--- src/rtl/seq_mag_comparator.sv ---
// seq_mag_comparator: MSB-first digit-serial magnitude compare with a start/busy/done handshake.
// Optional CMP_STATS_EN adds saturating result counters cnt_eq/cnt_gt/cnt_lt.
module seq_mag_comparator #(
  parameter int WIDTH = 8,
  parameter int DIGIT = 2,
  parameter int EARLY_EXIT = 1,
  parameter int CW = $clog2(WIDTH/DIGIT+1)
)(
  input  logic             clk,
  input  logic             rst,
  input  logic             start,
  input  logic             signed_mode,
  input  logic [WIDTH-1:0] a,
  input  logic [WIDTH-1:0] b,
  output logic             busy,
  output logic             done,
  output logic             equal,
  output logic             greater,
  output logic             lower,
  output logic [CW-1:0]    cycles
`ifdef CMP_STATS_EN
  ,
  output logic [15:0]      cnt_eq,
  output logic [15:0]      cnt_gt,
  output logic [15:0]      cnt_lt
`endif
);
  localparam int N = WIDTH/DIGIT;
  localparam logic [WIDTH-1:0] MSB = WIDTH'(1) << (WIDTH-1);
  typedef enum logic [1:0] {IDLE, BUSY, DONE} state_t;
  state_t state, state_next;
  logic [WIDTH-1:0] sa, sb;
  logic [CW-1:0] cnt;
  logic [DIGIT-1:0] da, db;
  logic st_gt, st_lt, diff, last, fin, take, f_gt, f_lt;
  assign da = sa[WIDTH-1 -: DIGIT];
  assign db = sb[WIDTH-1 -: DIGIT];
  assign diff = da != db;
  assign last = cnt == CW'(N-1);
  assign fin = last || (EARLY_EXIT != 0 && diff);
  assign take = start && state != BUSY;
  // the first differing digit decides; later digits only matter if all earlier ones matched
  assign f_gt = (st_gt || st_lt) ? st_gt : da > db;
  assign f_lt = (st_gt || st_lt) ? st_lt : da < db;
  always_ff @(posedge clk)
    state <= rst ? IDLE : state_next;
  always_comb
    state_next = state == BUSY ? (fin ? DONE : BUSY) : (start ? BUSY : IDLE);
  always_comb begin
    busy = state == BUSY;
    done = state == DONE;
  end
  always_ff @(posedge clk) begin
    if (rst) begin
      sa <= '0;
      sb <= '0;
      cnt <= '0;
      st_gt <= 1'b0;
      st_lt <= 1'b0;
      equal <= 1'b0;
      greater <= 1'b0;
      lower <= 1'b0;
      cycles <= '0;
    end else if (take) begin
      // flipping the sign bit maps two's-complement order onto unsigned order
      sa <= a ^ (signed_mode ? MSB : '0);
      sb <= b ^ (signed_mode ? MSB : '0);
      cnt <= '0;
      st_gt <= 1'b0;
      st_lt <= 1'b0;
    end else if (state == BUSY) begin
      cnt <= cnt + CW'(1);
      sa <= sa << DIGIT;
      sb <= sb << DIGIT;
      if (diff && !st_gt && !st_lt) begin
        st_gt <= da > db;
        st_lt <= da < db;
      end
      if (fin) begin
        equal <= !(f_gt || f_lt);
        greater <= f_gt;
        lower <= f_lt;
        cycles <= cnt + CW'(1);
      end
    end
  end
`ifdef CMP_STATS_EN
  always_ff @(posedge clk) begin
    if (rst) begin
      cnt_eq <= '0;
      cnt_gt <= '0;
      cnt_lt <= '0;
    end else if (state == DONE) begin
      if (equal && cnt_eq != 16'hFFFF) cnt_eq <= cnt_eq + 16'd1;
      if (greater && cnt_gt != 16'hFFFF) cnt_gt <= cnt_gt + 16'd1;
      if (lower && cnt_lt != 16'hFFFF) cnt_lt <= cnt_lt + 16'd1;
    end
  end
`endif
endmodule

--- config.mk ---
export PLATFORM = sky130hd
export DESIGN_NAME = seq_mag_comparator
export DESIGN_NICKNAME = d
export VERILOG_FILES = /design/src/rtl/seq_mag_comparator.sv
export SDC_FILE = /design/constraint.sdc
export NUM_CORES = 1
export LEC_CHECK = 0
export CORE_MARGIN = 2
export CORE_UTILIZATION = 27
export CTS_BUF_LIST = sky130_fd_sc_hd__clkbuf_16
export DETAILED_ROUTE_END_ITERATION = 12
export PLACE_DENSITY = 0.51
export SLEW_MARGIN = 30
export SYNTH_ARGS = -nofsm -noshare
export SYNTH_HDL_FRONTEND = slang
export SYNTH_SLANG_ARGS = --single-unit
export TNS_END_PERCENT = 5
--- constraint.sdc ---
create_clock -name clk -period 1.8 [get_ports clk]
set_clock_uncertainty 0.05 [all_clocks]
set_input_delay 0.27 -clock clk [delete_from_list [all_inputs] [get_ports clk]]
set_output_delay 0.27 -clock clk [all_outputs]
set_load 0.005 [all_outputs]
==> results.md, run 1 <==
* Post-DR vias/cell at ~4.6
* Post-synth EDFFs at 0
* Relative slew slack at 0.795
* # H-tree levels at 2
* Syn Area/Cell at between 9 and 10 sq um
* Post_cts resized at 0
* Critical Path End Type: output pin
* First-pass GRT wire length at around 4800 um
* Post-CTS setup buffers at 0
* Post-synthesis cell area at roughly 1300 sq um
* Drt first pass iters at 4
* # fillers at about 480
* Count leader, synth: dfxtp_1
* Placed insts at around 230
* CTS Buf Count at 5
* Crit Path Class: reg -> out
* Grt ovf at 0
* Largest net degree at the start of global routing at 31
* RSZ-0062 raised after global routing: false
* Minimum clock period at between 1.5 and 2 ns
* R2R Path Start: cnt[0]
* CP Capture Point: busy
* R2R setup slack at ~0.19 ns
* # IOs at 28
* Total power at about 0.0018 W
* Flip-flop and latch count after synthesis at 29
* Post-DR wirelength/cell at 11.8 um
* Synth Flop Type: dfxtp_1
* Synth unique cells at 32
* Chip width at approximately 74 um
* Clock network fraction of total power at 0.416
* Top cells by count, synth: dfxtp_1, mux2i_1, a211oi_1, a21oi_1, nor2_1
* NumNets Final at ~200
* CP required at between 1 and 1.5 ns
* Clock latency on the worst-skew pair at between 0.2 and 0.3 ns
* Core Rows at 25
* Layout cells sized above 1 at 0.0809
* Power density cells at slightly above 1000 nW/um^2
* WL final at 2840 um
* Max-Cap Viols at 0
* Outcome: completed
* Worst-path clk slew at 0.05 ns
* Slew @ Worst Pin at roughly 0.3 ns
* Finished Core Util at 0.382
* FMAX at a little over 600 MHz
* Top cell type's share of synthesized area at 0.440
* Slew Viols, Final at 0
* Bufs on Longest Clock Path at 2
* Crit. Startpoint: state[1]
* Vias in the first global route at around 1,100
* Reg2Reg Depth at 5
* CTS tree: built
* Switching share of power at 0.252
* Non-filler cells, final at between 200 and 250
* Placer Congestion at about 0.74
* Hold_buf cts at 0
* CTS Sinks at 29
* Core Area at about 4700 sq um
* ANT cells at 0
* DIE AREA at 5460 sq um
* Dpl hpwl at 1980 um
* Post-Syn Instances at approximately 140
* Sw Pwr at around 0.00046 W
* Hold Vio Cnt, Final at 0
* DRT iter0 DRCs at 70
* Crit share post-route at 0.901
* Syn-to-layout area delta at 36.8%
* Crit path DAT at about 1.3 ns
* Post-synth ARST share at 0
* Min-delay worst type: reg -> reg
* Detail Route Antenna Nets at 0
* Vias post-DR at around 1,100
* Initial antenna violation count at 0
* Gr usage total at 0.119
* Sum Neg Setup Slack at 0 ns
* Synth area leaders: dfxtp_1, mux2i_1, a211oi_1, a21oi_1, ha_1
* Logic pwr share at 0.185
* I/O Buffers at 27
* Final setup violation count at 0
* Syn. warnings at 0
* Leading area contributor after synthesis: dfxtp_1
* R2r endpoint: greater
* Int Pwr at around 0.0014 W
* Largest fanout on the critical path at 7
* Worst vdd ir at ~0.00047 V
* Mapped Nets at around 170
* CP Launch Type: flop
* Hold Crit Start: sb[5]
* Height of the die at 73.9 um
* Starting density of the core at 0.279
* Register area share after synthesis at 0.440
* Sequential share of power at 0.399
* DR DRC count at 0
* Root Driver: clkbuf_16
* Leak Pwr at between 0.7 and 0.8 nW
## flip-flops by register name (all words and copies together) (netlist names)
signal   count
cycles       3
equal        1
lower        1
sb           8
cnt          3
greater      1
st_gt        1
state        2
sa           8
st_lt        1
## critical path, stage by stage, from the launching register on
cell	delay, ns
dfxtp_1	0.30
nand2b_4	0.17
inv_2	0.07
clkdlybuf4s50_1	0.49
## worst min path at each step
stage | slack, ns | cells past startpoint | endpoint
after floorplan | 0.38 | 2 | sa[7]
after global placement | 0.40 | 2 | sb[7]
after detailed placement | 0.41 | 2 | sb[7]
after CTS | 0.42 | 2 | sa[7]
after global routing | 0.43 | 2 | sa[7]
final | 0.41 | 2 | sb[7]
## power groups by stage
stage                     clock (W)  sequential, W  combinational (W)
after CTS                  0.000795       0.000733           0.000343
after global placement            0       0.000744           0.000334
after global routing       0.000825       0.000739           0.000377
final                      0.000764       0.000732           0.000339
after detailed placement          0       0.000745           0.000339
after floorplan                   0       0.000739           0.000214
## metal layers
metal,wire length (um),part of all wire,track usage
met1,1390,0.49,0.143
met4,70,0.025,0.0727
met2,1250,0.44,0.181
met5,0,0,0
met3,131,0.046,0.0398
## cells in the final DEF, fill, tap and decap left out
cell,netlist,routed
a211o_1,2,2
a211oi_1,13,13
a21oi_1,13,13
a311oi_1,1,1
and2_1,1,1
and2b_1,1,1
buf_12,0,1
buf_4,0,4
clkbuf_16,0,5
clkdlybuf4s50_1,0,27
clkinv_1,0,2
clkinv_2,0,1
dfxtp_1,29,29
ha_1,4,4
inv_1,7,7
inv_2,1,1
mux2i_1,14,14
nand2_1,5,5
nand2b_1,5,5
nand2b_4,1,1
nand3_1,3,3
nand3b_1,1,1
nand4_1,1,1
nand4b_1,1,1
nor2_1,13,13
nor2b_1,2,2
nor3_1,4,4
o2111ai_1,1,1
o211ai_1,1,1
o21ai_0,4,4
o32ai_1,1,1
or2_2,1,1
or4_1,1,1
xnor2_1,2,2
## cells by family after synthesis
kind of cell	after synthesis	share of synthesized area
buffers and inverters	19	0.0655
DFF	29	0.440
AOI/OAI and AO/OA	36	0.177
adders and majority gates	4	0.0380
and+or+nand+nor	40	0.159
xor gates and xnor gates	2	0.0133
muxes	14	0.106
## final cells by class
class,instances,area (sq um),share of cell area
multi-input cells,96,652,0.361
clock buffers,5,125,0.0693
clock inverters,3,12.5,0.00693
flip-flops and latches,29,581,0.322
well taps,67,83.8,0.0465
inverters,8,30.0,0.0166
repair buffers,32,320,0.178
## through the flow
| stage | worst slack (ns) | cell area (sq um) | hold WS [ns] |
|---|---|---|---|
| 2_1_floorplan | 0.211 | 1320 | 0.381 |
| 3_3_place_gp | 0.242 | 1670 | 0.396 |
| 3_5_place_dp | 0.192 | 1670 | 0.406 |
| 4_1_cts | 0.159 | 1800 | 0.415 |
| 5_1_grt | 0.0526 | 1800 | 0.434 |
| 6_report | 0.177 | 1800 | 0.413 |
Note: power is estimated with default switching activity, not from simulation.
==> run 2: changes to the inputs <==
ABC_AREA = 1   (was unset)
CTS_CLUSTER_DIAMETER = 150   (was unset)
==> results.md, run 2 <==
* Reg2Reg Depth at 8 (+3)
* Bufs on Longest Clock Path at 2 (unchanged)
* I/O Buffers at 27 (unchanged)
* R2R Path Start: state[1]
* Critical Path End Type: output pin
* Vias in the first global route at 1,086 (+2.7%)
* WL met1 at 1510 um (+9.2%)
* Minimum clock period at 1.64 ns (+0.0151 ns)
* NumNets Final at 245 (+25%)
* Worst-path cell chain: inv_2, nor2_4, clkdlybuf4s50_1
* # IOs at 28 (unchanged)
* Leak Pwr at 0.832 nW (+19%)
* Worst Hold Path Cells at 2 (unchanged)
* Hold worst-path end: sb[1]
* CP Launch Type: flop
* Multi-input gate area at 617 sq um (-5.4%)
* Core Area at 4750 sq um (+0.66%)
* Mapped Nets at 212 (+26%)
* Final setup violation count at 0 (unchanged)
* Post_cts resized at 0 (unchanged)
* Post-Place Cell Area at 1680 sq um (+0.75%)
* Post-synth ARST share at 0 (unchanged)
* Syn-to-layout area delta at 35.4%
* WL final at 3000 um (+5.9%)
* Synth Flop Type: dfxtp_1
* Post-DR wirelength/cell at 10.4 um (-12%)
* Relative slew slack at 0.744 (-0.0510)
* Top Metal Used: met4
* Count leader, synth: nand2_1
* Min-delay worst type: reg -> reg
* R2R setup slack at 0.40 ns (+0.21 ns)
* Worst-path clk slew at 0.05 ns (about the same)
* Outcome: completed
* Slowest CP cell: clkdlybuf4s50_1
* DR DRC count at 0 (unchanged)
* Routed wl met2 at 1310 um (+4.8%)
* Height of the die at 74.5 um (+0.85%)
* Core Rows at 25 (unchanged)
* Dpl hpwl at 2170 um (+9.8%)
* Initial antenna violation count at 0 (unchanged)
* Root Driver: clkbuf_16
* Slew @ Worst Pin at 0.383 ns (+0.0761 ns)
* Crit Path Class: reg -> out
* Detail Route Antenna Nets at 0 (unchanged)
* Hold Crit Start: sb[1]
* Synth unique cells at 22 (-31%)
* Grt ovf at 0 (unchanged)
* Leading area contributor after synthesis: dfxtp_1
* RSZ-0062 raised after global routing: false
* Post-synth EDFFs at 0 (unchanged)
* FMAX at 611 MHz (-0.92%)
* ANT cells at 0 (unchanged)
* Vias post-DR at 1,192 (+8.7%)
* Gr usage total at 0.122 (+0.00336)
* Hold_buf cts at 0 (unchanged)
* Post-synthesis cell area at 1340 sq um (+1.8%)
* Post-CTS setup buffers at 0 (unchanged)
* Met3 wire len at 118 um (-9.9%)
* # H-tree levels at 2 (unchanged)
* Chip width at 74.5 um (+0.85%)
* Syn Area/Cell at 7.14 sq um (-22%)
* CTS Sinks at 29 (unchanged)
* Commonest non-fill, non-tap cell in the layout: nand2_1
* Placed insts at 281 (+21%)
* Top cell type's share of synthesized area at 0.432 (-0.00780)
* Post-Syn Instances at 188 (+31%)
* Final Cell Area at 1820 sq um (+0.76%)
* Power density cells at 979 nW/um^2 (-3.7%)
* First-pass GRT wire length at 4970 um (+4.3%)
* Crit path DAT at 1.32 ns (+0.02 ns)
* Flip-flop and latch count after synthesis at 29 (unchanged)
* Placer Congestion at 0.760 (+3.3%)
* DRT iter0 DRCs at 40 (-43%)
* CTS Buf Count at 5 (unchanged)
* Commonest cells after routing, fill and taps aside: nand2_1, nand3_1, dfxtp_1
* Max-Cap Viols at 0 (unchanged)
* Top cells by count, synth: nand2_1, dfxtp_1, nand3_1
* Worst vdd ir at 0.000463 V (-1.5%)
* R2r endpoint: sa[5]
* Slew Viols, Final at 0 (unchanged)
* CTS tree: built
* Biggest regs: sa: 8 flops, sb: 8 flops
* Hold slack at 0.413 ns (-0.000358 ns)
* Largest fanout on the critical path at 3 (-4)
* Synth area leaders: dfxtp_1, nand2_1, nand3_1, inv_1, ha_1
* Sum Neg Setup Slack at 0 ns (unchanged)
* Post-DR vias/cell at 4.12 (-9.8%)
* Largest net degree at the start of global routing at 16 (-48%)
* # fillers at 523 (+9.6%)
* Hold Vio Cnt, Final at 0 (unchanged)
* Crit share post-route at 0.910 (+0.00836)
* Layout cells sized above 1 at 0.0901 (+0.00917)
* Non-filler cells, final at 289 (+20%)
* Starting density of the core at 0.282 (+0.00316)
* Clock latency on the worst-skew pair at 0.27 ns (about the same)
* Syn. warnings at 0 (unchanged)
* Slowest stage delay, CP at 0.51 ns (+0.02 ns)
* Drt first pass iters at 4 (unchanged)
* CP required at 1.48 ns (about the same)
* Register area share after synthesis at 0.432 (-0.00780)
* DIE AREA at 5550 sq um (+1.7%)
* Register Area at 581 sq um (unchanged)
## run 2: cell count changes after synthesis, moves of 5 or more
| cell | change |
|---|---|
| inv_1 | +13 |
| nand3_1 | +26 |
| nand2_1 | +54 |
| a211oi_1 | -13 |
| nand2b_1 | -5 |
| mux2i_1 | -14 |
## run 2: cell families (layout without fill, tap and decap cells)
family | count (synthesis) | after routing | share of synthesized area
and+or+nand+nor | 110 | 110 | 0.361
buffers and inverters | 30 | 64 | 0.108
DFF | 29 | 29 | 0.432
AOI/OAI and AO/OA | 13 | 13 | 0.0485
adders and majority gates | 4 | 4 | 0.0373
xor gates and xnor gates | 2 | 2 | 0.0130
## run 2: per-stage QoR
step	utilization	worst slack, ns	total power (W)
floorplan	-	0.540	0.000918
global placement	0.353	0.135	0.00102
detailed placement	0.353	0.125	0.00103
CTS	0.382	0.145	0.00180
global route	0.382	0.119	0.00187
finish	0.382	0.162	0.00178
## run 2: final cells by class
class / instances / area share
Clock inverter: 3 / 0.00757
Tap cell: 67 / 0.0461
Multi-Input combinational cell: 129 / 0.339
Sequential cell: 29 / 0.319
Clock buffer: 5 / 0.0688
Timing Repair Buffer: 32 / 0.169
Inverter: 24 / 0.0496
## run 2: worst max-delay path by stage
stage               depth (start not counted)  startpoint  slack [ns]  endpoint
detailed placement                          7       start        0.13     sa[5]
global placement                            7       start        0.13     sa[5]
global route                                3    state[0]        0.12      busy
CTS                                         3    state[0]        0.15      busy
finish                                      3    state[0]        0.16      busy
floorplan                                   7       sb[7]        0.54     lower
## run 2: routing by layer
metal / vias up / track usage
met2: 25 / 0.194
met3: 6 / 0.0366
met4: 0 / 0.0595
li1: 653 / -
met1: 508 / 0.151
met5: - / 0
## run 2: report_power, final
group | leakage [nW] | internal, W | total (W) | switching [W]
Sequential | 0.237 | 0.000686 | 0.000709 | 0.0000234
Combinational | 0.521 | 0.000134 | 0.000299 | 0.000165
Clock | 0.0748 | 0.000500 | 0.000773 | 0.000273
## run 2: critical path, delay by kind of cell, from the launching register on
kind / cells / cell delay [ns]
buffers and inverters: 2 / 0.57
flip-flops: 1 / 0.37
AND/OR/NAND/NOR: 1 / 0.11
